--- config.mk ---
export PLATFORM = sky130hd
export DESIGN_NAME = reorder_buffer
export DESIGN_NICKNAME = d
export VERILOG_FILES = /design/src/rtl/reorder_buffer.sv
export SDC_FILE = /design/constraint.sdc
export NUM_CORES = 1
export LEC_CHECK = 0
export BUFFER_PORTS_ARGS = -buffer_cell sky130_fd_sc_hd__buf_2
export CORE_ASPECT_RATIO = 0.6
export CORE_MARGIN = 2
export CORE_UTILIZATION = 50
export CTS_CLUSTER_SIZE = 40
export DETAILED_ROUTE_END_ITERATION = 10
export PLACE_DENSITY = 0.69
export SLEW_MARGIN = 20
export SYNTH_ARGS = -nofsm -noshare
export SYNTH_HDL_FRONTEND = slang
export SYNTH_SLANG_ARGS = --single-unit
--- constraint.sdc ---
create_clock -name clk -period 5.35 [get_ports clk]
set_input_delay 0.2675 -clock clk [delete_from_list [all_inputs] [get_ports clk]]
set_output_delay 0.2675 -clock clk [all_outputs]
set_load 0.02 [all_outputs]
--- src/rtl/reorder_buffer.sv ---
// In-order completion ROB: tracks dispatched instructions, takes out-of-order finishes, retires up to two per cycle.
// Optional macro ROB_FLUSH_EN adds a synchronous flush input that empties the buffer.
module reorder_buffer #(
  parameter int DEPTH = 8,
  parameter int TAG_W = 3
) (
  input  logic             clk,
  input  logic             rst_n,
`ifdef ROB_FLUSH_EN
  input  logic             flush,
`endif
  input  logic             disp_en_A,
  input  logic             disp_en_B,
  input  logic             disp_wr_A,
  input  logic             disp_wr_B,
  input  logic [4:0]       disp_rd_A,
  input  logic [4:0]       disp_rd_B,
  output logic [TAG_W-1:0] disp_tag_A,
  output logic [TAG_W-1:0] disp_tag_B,
  output logic             disp_stall,
  input  logic             fin_en_A,
  input  logic             fin_en_B,
  input  logic [TAG_W-1:0] fin_tag_A,
  input  logic [TAG_W-1:0] fin_tag_B,
  output logic             updateEnA,
  output logic             updateEnB,
  output logic [4:0]       updateAddrA,
  output logic [4:0]       updateAddrB,
  output logic [1:0]       retire_count,
  output logic [TAG_W:0]   rob_count
);

  logic             r_valid [DEPTH];
  logic             r_done  [DEPTH];
  logic             r_wr    [DEPTH];
  logic [4:0]       r_rd    [DEPTH];
  logic [TAG_W-1:0] r_head, r_tail;
  logic [TAG_W:0]   r_count;
  logic             r_upd_en_a, r_upd_en_b;
  logic [4:0]       r_upd_addr_a, r_upd_addr_b;
  logic [1:0]       r_retire_count;

  logic             w_valid_next [DEPTH];
  logic             w_done_next  [DEPTH];
  logic             w_flush;
  logic [1:0]       w_n, w_acc_n, w_ret;
  logic [TAG_W:0]   w_free;
  logic             w_stall, w_acc_a, w_acc_b;
  logic [TAG_W-1:0] w_head1, w_tag_a, w_tag_b;
  logic             w_r0, w_r1;

`ifdef ROB_FLUSH_EN
  assign w_flush = flush;
`else
  assign w_flush = 1'b0;
`endif

  assign w_n     = {1'b0, disp_en_A} + {1'b0, disp_en_B};
  assign w_free  = (TAG_W+1)'(DEPTH) - r_count;
  assign w_stall = w_flush | ((TAG_W+1)'(w_n) > w_free);
  assign w_acc_a = disp_en_A & ~w_stall;
  assign w_acc_b = disp_en_B & ~w_stall;
  assign w_acc_n = w_stall ? 2'd0 : w_n;
  assign w_tag_a = r_tail;
  assign w_tag_b = r_tail + TAG_W'(disp_en_A);

  assign w_head1 = r_head + TAG_W'(1);
  assign w_r0    = r_valid[r_head] & r_done[r_head];
  assign w_r1    = w_r0 & r_valid[w_head1] & r_done[w_head1];
  assign w_ret   = {1'b0, w_r0} + {1'b0, w_r1};

  // Retire clears first, then dispatch fills, then finish marks only pre-edge valid survivors.
  always_comb begin
    for (int i = 0; i < DEPTH; i++) begin
      w_valid_next[i] = r_valid[i];
      w_done_next[i]  = r_done[i];
      if ((w_r0 && r_head == TAG_W'(i)) || (w_r1 && w_head1 == TAG_W'(i))) begin
        w_valid_next[i] = 1'b0;
        w_done_next[i]  = 1'b0;
      end else if ((w_acc_a && w_tag_a == TAG_W'(i)) || (w_acc_b && w_tag_b == TAG_W'(i))) begin
        w_valid_next[i] = 1'b1;
        w_done_next[i]  = 1'b0;
      end else if (r_valid[i] && ((fin_en_A && fin_tag_A == TAG_W'(i)) ||
                                  (fin_en_B && fin_tag_B == TAG_W'(i)))) begin
        w_done_next[i] = 1'b1;
      end
      if (w_flush) begin
        w_valid_next[i] = 1'b0;
        w_done_next[i]  = 1'b0;
      end
    end
  end

  always_ff @(posedge clk or negedge rst_n) begin
    if (!rst_n) begin
      for (int i = 0; i < DEPTH; i++) begin
        r_valid[i] <= 1'b0;
        r_done[i]  <= 1'b0;
        r_wr[i]    <= 1'b0;
        r_rd[i]    <= 5'd0;
      end
      r_head         <= '0;
      r_tail         <= '0;
      r_count        <= '0;
      r_upd_en_a     <= 1'b0;
      r_upd_en_b     <= 1'b0;
      r_upd_addr_a   <= 5'd0;
      r_upd_addr_b   <= 5'd0;
      r_retire_count <= 2'd0;
    end else begin
      for (int i = 0; i < DEPTH; i++) begin
        r_valid[i] <= w_valid_next[i];
        r_done[i]  <= w_done_next[i];
      end
      if (w_acc_a) begin
        r_wr[w_tag_a] <= disp_wr_A;
        r_rd[w_tag_a] <= disp_rd_A;
      end
      if (w_acc_b) begin
        r_wr[w_tag_b] <= disp_wr_B;
        r_rd[w_tag_b] <= disp_rd_B;
      end
      if (w_flush) begin
        r_head         <= '0;
        r_tail         <= '0;
        r_count        <= '0;
        r_upd_en_a     <= 1'b0;
        r_upd_en_b     <= 1'b0;
        r_upd_addr_a   <= 5'd0;
        r_upd_addr_b   <= 5'd0;
        r_retire_count <= 2'd0;
      end else begin
        r_head         <= r_head + TAG_W'(w_ret);
        r_tail         <= r_tail + TAG_W'(w_acc_n);
        r_count        <= r_count + (TAG_W+1)'(w_acc_n) - (TAG_W+1)'(w_ret);
        r_upd_en_a     <= w_r0 & r_wr[r_head];
        r_upd_en_b     <= w_r1 & r_wr[w_head1];
        r_upd_addr_a   <= (w_r0 & r_wr[r_head])  ? r_rd[r_head]  : 5'd0;
        r_upd_addr_b   <= (w_r1 & r_wr[w_head1]) ? r_rd[w_head1] : 5'd0;
        r_retire_count <= w_ret;
      end
    end
  end

  assign disp_tag_A   = w_tag_a;
  assign disp_tag_B   = w_tag_b;
  assign disp_stall   = w_stall;
  assign updateEnA    = r_upd_en_a;
  assign updateEnB    = r_upd_en_b;
  assign updateAddrA  = r_upd_addr_a;
  assign updateAddrB  = r_upd_addr_b;
  assign retire_count = r_retire_count;
  assign rob_count    = r_count;

endmodule

==> results.toml, run 1 <==
[layout]
final_common_cell = "nor2_1"
final_area_um2 = 6250
syn_to_final_growth_pct = 9.93
layout_common_cells = "91 x nor2_1, 88 x dfrtp_1, 47 x buf_2, 41 x nand2_1, 41 x a31oi_1"
finalNetCount = 653
antenna_cells = 0
stdcell_count = 754
drive_gt1_share_pct = 17.9

[clock_tree]
clock-sinks = 88
cts_tree = "yes"
numCtsBuffers = 9
cts_buffer_depth = 2
ctsHtreeMaxLevel = 3
clk_pin_slew_ps = 70
cts-root-buf = "clkbuf_16"
worstSkewPairLatency_ps = 340
cts_resized = 0

[job]
max_cap_violations = 0

[logic_synthesis]
async_reset_ff_share_pct = 100
synth_area_um2 = 5680
ys_seq_elements = 88
ys_seq_area_share_pct = 38.8
synth-edff-count = 0
yosysWarnings = 0
synth_cell_types = 50
synth_flop_cell = "dfrtp_1"
synthesis.nets = 640
netlist_instances = 592
syn_avg_cell_area_um2 = 9.60

[floorplanning]
rows = 30
die_w_um = 142
ios = 49
core_area_um2 = 11200
initial_core_util_pct = 50.8
die_y_um = 86.6
die_area_um2 = 12300

[global_route]
antenna_found_initial = 0
grt_pass1_vias = 4782
grtUsageTotal_pct = 29.3
grt_max_degree = 51
overflow = 0
grt_first_pass_wirelength_um = 27100

[sta]
worstMarginPinSlew_ps = 1080
rsz0062_at_grt = "false"
finalClockSkew_ps = 6.97
setup_slack_ps = 908
min_period_over_period_pct = 83.0
min_period_ps = 4440
report.final.slew_viol_count = 0
slew_headroom_pct = 27.3
timing.fmax_mhz = 225
finalSetupViolCount = 0
fin_setup_tns_ps = 0
hold_viol = 0

[worst_setup_path]
reg2reg_depth = 16
regToRegStartpoint = "rob_count[0]"
cp_cell_sequence = "inv_1 > ha_1 > inv_1 > ha_1 > nor2b_1 > o211ai_1 > or2_1 > buf_4 > inv_2 > nor2_1 > inv_1 > ha_1 > inv_1 > ha_1 > fa_1 > xor2_1"
crit_path_end_kind = "flop"
worst_path_largest_cell_delay_ps = 550
r2r-end = "rob_count[2]"
cpMaxStageDelayCell = "o211ai_1"
cp_max_fo = 48
criticalPathCategory = "flop to flop"
cp-start-kind = "flop"
r2r_slack_ps = 910
cp.required_ps = 5580
critPathLaunch = "rob_count[0]"
critPathArrivalTime_ps = 4680

[placement]
portBuffers = 48
dp_slack_ps = 997
dp_cells = 737
finalWeightedCongestion = 0.903
dpl_cell_area_um2 = 5890
dpl.hpwl_um = 11700

[detailed_routing]
num_vias = 5023
wl_per_cell_um = 22.3
drc = 0
drtIter0Drc = 490
wl_um = 16800
drtPass1Iterations = 6
antenna_left = 0
avgViaCountPerCell = 6.66

[hold_path]
hold_class = "input pin to flop"
min_from = "disp_rd_A[1]"
hold_depth = 3
whs_endpoint = "r_rd[1]"

[power_and_ir_drop]
leakagePower_nw = 2.65
total_power_mw = 4.78
power_density_nw_per_um2 = 766
vdd_ir_drop_max_mv = 0.413

[status]
status = "finished, final reports clean"
## kinds of logic after synthesis
family | after synthesis | synth area share, %
AOI/OAI and AO/OA | 163 | 19.0
DFF | 88 | 38.8
adders and majority gates | 24 | 5.81
xor gates and xnor gates | 8 | 1.23
muxes | 41 | 13.7
and+or+nand+nor | 195 | 15.5
buffers and inverters | 73 | 5.99
## Yosys cell counts, drive strengths merged (13+ instances only)
library cell	n	share of area (%)
nand3	34	3.0
a21oi	39	3.4
clkbuf	21	1.5
nor2	94	6.6
inv	19	1.3
a31oi	41	4.5
dfrtp	88	39
buf	32	3.1
mux2i	13	2.3
nand2	41	2.7
o31ai	36	4.8
ha	20	4.4
mux4	28	11
## stage by stage
stage                     utilization, %  hold WS, ps
final                               55.8          263
after global routing                55.8          279
after CTS                           55.8          255
after detailed placement            52.7          267
after global placement              52.7          254
after floorplan                        -        -28.1
## critical path: cells and delay by family, from the launching register on
family,cells,cell delay (ps)
buffers and inverters,6,1120
AND/OR/NAND/NOR,3,600
adder cells (fa/ha/maj),5,1410
AO/OA/AOI/OAI,1,550
flip-flops,1,450
XOR/XNOR,1,170
## flip-flops by register name, summed over array words and instances, names as in the netlist, 2 cells and up
register and cells:
rob_count 4, r_valid 8, disp_tag_A 3, updateAddrA 5
updateAddrB 5, r_head 3, r_wr 8, r_rd 40
r_done 8, retire_count 2
## final cells by class
| cell class | count | area, um^2 |
|---|---|---|
| fillers | 989 | 4940 |
| multi-input cells | 431 | 3140 |
| flip-flops and latches | 88 | 2200 |
| repair buffers | 55 | 298 |
| clock buffers | 11 | 243 |
| well taps | 144 | 180 |
| clock inverters | 5 | 104 |
| inverters | 20 | 80.1 |
## where the power goes
group | total [mW] | switching (mW) | internal [mW]
sequential | 1.28 | 0.286 | 0.997
combinational | 2.76 | 1.70 | 1.06
clock | 0.739 | 0.269 | 0.470
total | 4.78 | 2.25 | 2.53
## worst max path at each step
stage / endpoint / slack [ps] / cells past startpoint
finish: rob_count[2] / 910 / 16
global route: rob_count[2] / 640 / 16
CTS: rob_count[2] / 970 / 16
detailed placement: rob_count[2] / 1000 / 16
global placement: rob_count[2] / 1120 / 16
floorplan: rob_count[3] / 1940 / 16
## layer usage
metal	vias up	wire length, um	global-route usage, %
met5	-	0	0
met4	0	281	6.82
met3	38	2300	9.39
met2	350	6870	41.2
met1	2421	7380	44.2
li1	2214	-	-
## what timing repair did
| action | CTS | global route |
|---|---|---|
| hold buffers | 1 | 0 |
| buffers inserted | 0 | 0 |
| endpoints found under the hold margin | 38 | 0 |
Note: power is estimated with default switching activity, not from simulation.
==> inputs of run 2 (changes only) <==
PLACE_DENSITY = 0.71   (was 0.69)
clock period = 3.6 ns   (was 5.35 ns; I/O delays follow)
==> results.toml, run 2 (same netlist as run 1, synthesis figures left out) <==
[sta]
fin_setup_tns_ps = 0
timing.fmax_mhz = 294
finalSetupViolCount = 0
slew_headroom_pct = 27.4
finalClockSkew_ps = 7.48
report.final.slew_viol_count = 0
min_period_ps = 3400
worstMarginPinSlew_ps = 1080
min_period_over_period_pct = 94.4
hold_viol = 0
rsz0062_at_grt = "false"

[worst_setup_path]
crit_family = "adder cells"
cp_max_fo = 7
criticalPathCategory = "flop to flop"
crit_path_end_kind = "flop"
path_buf_inv = 3
cpMaxStageDelayCell = "fa_1"
r2r_slack_ps = 200
critPathArrivalTime_ps = 3660
cp.required_ps = 3870
cp_cell_sequence = "inv_1 > ha_1 > mux4_2 > nor2b_1 > o21ai_2 > inv_1 > ha_1 > fa_1 > inv_1 > ha_1 > a21o_1 > a21oi_1 > xnor2_1"
cp-start-kind = "flop"
worst_path_largest_cell_delay_ps = 460

[clock_tree]
cts_buffer_depth = 2
numCtsBuffers = 9
cts_tree = "yes"
clock-sinks = 88
cts_setup_buffers = 0
ctsHtreeMaxLevel = 3
worstSkewPairLatency_ps = 350
clk_pin_slew_ps = 70
cts-root-buf = "clkbuf_16"

[placement]
dpl.hpwl_um = 11700
portBuffers = 48
finalWeightedCongestion = 0.914
dpl_cell_area_um2 = 6000

[detailed_routing]
drc = 0
antenna_left = 0
drtPass1Iterations = 5
wl_per_cell_um = 21.4
wl_um = 16400
num_vias = 5029
avgViaCountPerCell = 6.54
drtIter0Drc = 689

[floorplanning]
die_area_um2 = 12300
core_area_um2 = 11200
die_w_um = 142
initial_core_util_pct = 50.8
rows = 30
ios = 49
die_y_um = 86.6

[hold_path]
hold_class = "input pin to flop"

[layout]
final_area_um2 = 6300
finalNetCount = 668
syn_to_final_growth_pct = 10.8
layout_common_cells = "91 x nor2_1, 86 x dfrtp_1, 47 x buf_2, 41 x nand2_1, 41 x a31oi_1"
final_common_cell = "nor2_1"
largest_register = "r_rd"
antenna_cells = 0
drive_gt1_share_pct = 20.2
largest_reg_flops = 40

[global_route]
overflow = 0
grtUsageTotal_pct = 28.5
antenna_found_initial = 0
grt_first_pass_wirelength_um = 26300
grt_pass1_vias = 4709
grt_max_degree = 65

[job]
max_cap_violations = 0

[power_and_ir_drop]
switching_share_pct = 48.0
pwr-share-seq_pct = 27.4
combinationalPowerShare_pct = 59.9
power_frac_clock_pct = 12.7
vdd_ir_drop_max_mv = 0.775
p_int_mw = 3.65
switching_power_mw = 3.37
power_density_nw_per_um2 = 1110
leakagePower_nw = 2.68

[status]
status = "finished, final reports clean"
## run 2: area by class of cell
| type | instances | area [um^2] |
|---|---|---|
| Timing Repair Buffer | 70 | 410 |
| Multi-Input combinational cell | 431 | 3140 |
| Tap cell | 144 | 180 |
| Fill cell | 991 | 4890 |
| Clock buffer | 10 | 229 |
| Inverter | 20 | 80.1 |
| Sequential cell | 88 | 2200 |
| Clock inverter | 6 | 52.6 |
## run 2: final timing paths
path / from / endpoint / depth (start not counted)
max in group asynchronous: rst_n / r_wr[1] / 3
worst max register to register: r_head[1] / rob_count[3] / 13
worst min-delay path: disp_rd_B[1] / r_rd[31] / 3
min in group asynchronous: rst_n / disp_tag_A[0] / 2
worst min register to register: r_valid[4] / r_valid[4] / 1
worst max-delay path: r_head[1] / rob_count[3] / 13
## run 2: worst reg2reg max path, stage by stage, from the launching register on
cell and delay, ps:
dfrtp_2 450, inv_1 130, ha_1 360, mux4_2 300, nor2b_1 250, o21ai_2 170, inv_1 80, ha_1 300
fa_1 460, inv_1 110, ha_1 240, a21o_1 170, a21oi_1 160, xnor2_1 130
## run 2: power groups by stage
stage	Clock [mW]	Sequential (mW)	Combinational, mW
finish	0.890	1.92	4.20
global route	0.954	1.98	4.55
floorplan	0	1.85	2.98
detailed placement	0	1.91	4.10
global placement	0	1.88	3.99
CTS	0.901	1.90	4.12
## run 2: layer usage
| layer | vias up | global-route usage [%] | wire [um] |
|---|---|---|---|
| li1 | 2245 | - | - |
| met1 | 2413 | 43.2 | 7130 |
| met2 | 338 | 39.8 | 6880 |
| met3 | 33 | 9.56 | 2170 |
| met4 | 0 | 6.36 | 251 |
| met5 | - | 0 | 0 |
## run 2: what timing repair did
item                                   CTS  global route
hold buffers                             1             0
endpoints found under the hold margin   63             0
setup endpoints to repair                0             1
resized for setup                        0             2
## run 2: stage by stage
step	util, %	std cells	hold slack, ps	setup WS, ps	power [mW]
finish	56.3	769	178	202	7.02
global route	56.3	769	167	32.7	7.49
CTS	56.3	769	162	107	6.92
detailed placement	53.7	752	320	153	6.01
global placement	53.7	752	313	245	5.87
floorplan	-	592	-116	195	4.83
==> inputs of run 3 (changes only) <==
CORE_MARGIN = 8   (was 2)
==> results.toml, run 3 (same netlist as run 1, synthesis figures left out) <==
[clock_tree]
cts-root-buf = "clkbuf_16"
worstSkewPairLatency_ps = 340
ctsHtreeMaxLevel = 3
clk_pin_slew_ps = 60
clock-sinks = 88
cts_tree = "yes"
numCtsBuffers = 9
cts_buffer_depth = 2
cts_setup_buffers = 0

[floorplanning]
die_y_um = 98.6
die_area_um2 = 15100
die_w_um = 154
ios = 49
rows = 30
initial_core_util_pct = 50.8
core_area_um2 = 11200

[power_and_ir_drop]
vdd_ir_drop_max_mv = 0.794
total_power_mw = 7.21
combinationalPowerShare_pct = 58.7
switching_share_pct = 46.2
p_int_mw = 3.88
pwr-share-seq_pct = 26.5
switching_power_mw = 3.33
power_density_nw_per_um2 = 1130
power_frac_clock_pct = 14.8
leakagePower_nw = 2.72

[detailed_routing]
drc = 0
antenna_left = 0
wl_um = 16800
drtPass1Iterations = 5
avgViaCountPerCell = 6.54
drtIter0Drc = 657
wl_per_cell_um = 21.9
num_vias = 5026

[worst_setup_path]
criticalPathCategory = "flop to flop"
cp_max_fo = 7
cp_cell_sequence = "inv_4 > mux4_2 > nor2_4 > nor2_4 > inv_4 > o21ai_2 > inv_1 > ha_1 > fa_1 > inv_1 > ha_1 > a21o_1 > a21oi_1 > xnor2_1"
r2r_slack_ps = 180
crit_family = "adder cells"
worst_path_largest_cell_delay_ps = 540
path_buf_inv = 4
critPathArrivalTime_ps = 3680
cp-start-kind = "flop"
crit_path_end_kind = "flop"
cp.required_ps = 3860
cpMaxStageDelayCell = "mux4_2"

[layout]
final_area_um2 = 6360
syn_to_final_growth_pct = 11.9
final_common_cell = "nor2_1"
finalNetCount = 669
n_fill_cell = 996
largest_register = "r_rd"
utilization_pct = 56.8
antenna_cells = 0
largest_reg_flops = 40
layout_common_cells = "91 x nor2_1, 87 x dfrtp_1, 47 x buf_2, 41 x nand2_1, 41 x a31oi_1"
drive_gt1_share_pct = 19.8

[placement]
portBuffers = 48
dpl_cell_area_um2 = 6010
finalWeightedCongestion = 0.881
dpl.hpwl_um = 12200

[sta]
min_period_over_period_pct = 94.9
timing.fmax_mhz = 293
min_period_ps = 3420
fin_setup_tns_ps = 0
hold_viol = 0
report.final.slew_viol_count = 0
worstMarginPinSlew_ps = 1070
finalClockSkew_ps = 10.4
slew_headroom_pct = 28.4
rsz0062_at_grt = "false"
finalSetupViolCount = 0

[hold_path]
hold_class = "input pin to flop"

[global_route]
antenna_found_initial = 1
grt_max_degree = 64
overflow = 0
grt_pass1_vias = 4850
grtUsageTotal_pct = 22.7
grt_first_pass_wirelength_um = 27000

[job]
max_cap_violations = 0

[status]
status = "finished, final reports clean"
-- run 3: cell types whose count changed in the layout (fill, tap and decap cells not counted) --
cell	before	now
buf_4	22	23
clkbuf_1	1	2
dfrtp_1	86	87
dfrtp_2	2	1
inv_6	1	0
bufinv_16	0	3
inv_8	1	0
clkinv_4	2	0
clkinvlp_4	2	0
clkbuf_8	0	1
-- run 3: worst min-delay path, stage by stage --
cell and delay (ps):
buf_2 150, nor2_1 110, a21oi_1 40
-- run 3: layout make-up --
cell class,count,area [um^2],share of cell area [%]
sequential,88,2200,34.7
clock inverter,3,90.1,1.42
multi-input combinational,431,3140,49.4
clock buffer,12,246,3.88
inverter,20,80.1,1.26
tap,144,180,2.83
timing repair buffer,71,418,6.57
-- run 3: timing repair --
| item | 4_1_cts | 5_1_grt |
|---|---|---|
| endpoints found under the hold margin | 62 | 0 |
| setup endpoints to repair | 0 | 1 |
| resized for setup | 0 | 1 |
| hold buffers | 1 | 0 |
-- run 3: final timing paths --
kind | start | to | depth (start not counted)
max in group asynchronous | rst_n | r_head[0] | 3
setup reg to reg | r_head[0] | rob_count[3] | 14
min in group asynchronous | rst_n | disp_tag_A[2] | 2
hold / removal | disp_rd_B[3] | r_rd[23] | 3
setup / recovery | r_head[0] | rob_count[3] | 14
hold reg to reg | r_valid[0] | r_valid[0] | 2
-- run 3: per-stage QoR --
stage	hold slack [ps]	setup WS, ps	std cells
2_1_floorplan	-116	195	592
3_3_place_gp	330	285	753
3_5_place_dp	334	157	753
4_1_cts	168	140	769
5_1_grt	194	10.6	769
6_report	184	183	769
-- run 3: per-layer routing --
layer,vias to the layer above,global-route usage (%),share of wire [%]
li1,2245,-,-
met1,2435,30.7,43
met2,313,32.2,42
met3,31,10.7,14
met4,2,5.62,1.3
met5,-,0,0.077
-- run 3: power by group through the flow --
stage / registers, mW / clock network [mW] / logic, mW
after floorplan: 1.85 / 0 / 2.98
after global placement: 1.87 / 0 / 4.01
after detailed placement: 1.90 / 0 / 4.14
after CTS: 1.89 / 1.08 / 4.16
after global routing: 1.96 / 1.12 / 4.58
final: 1.91 / 1.07 / 4.24
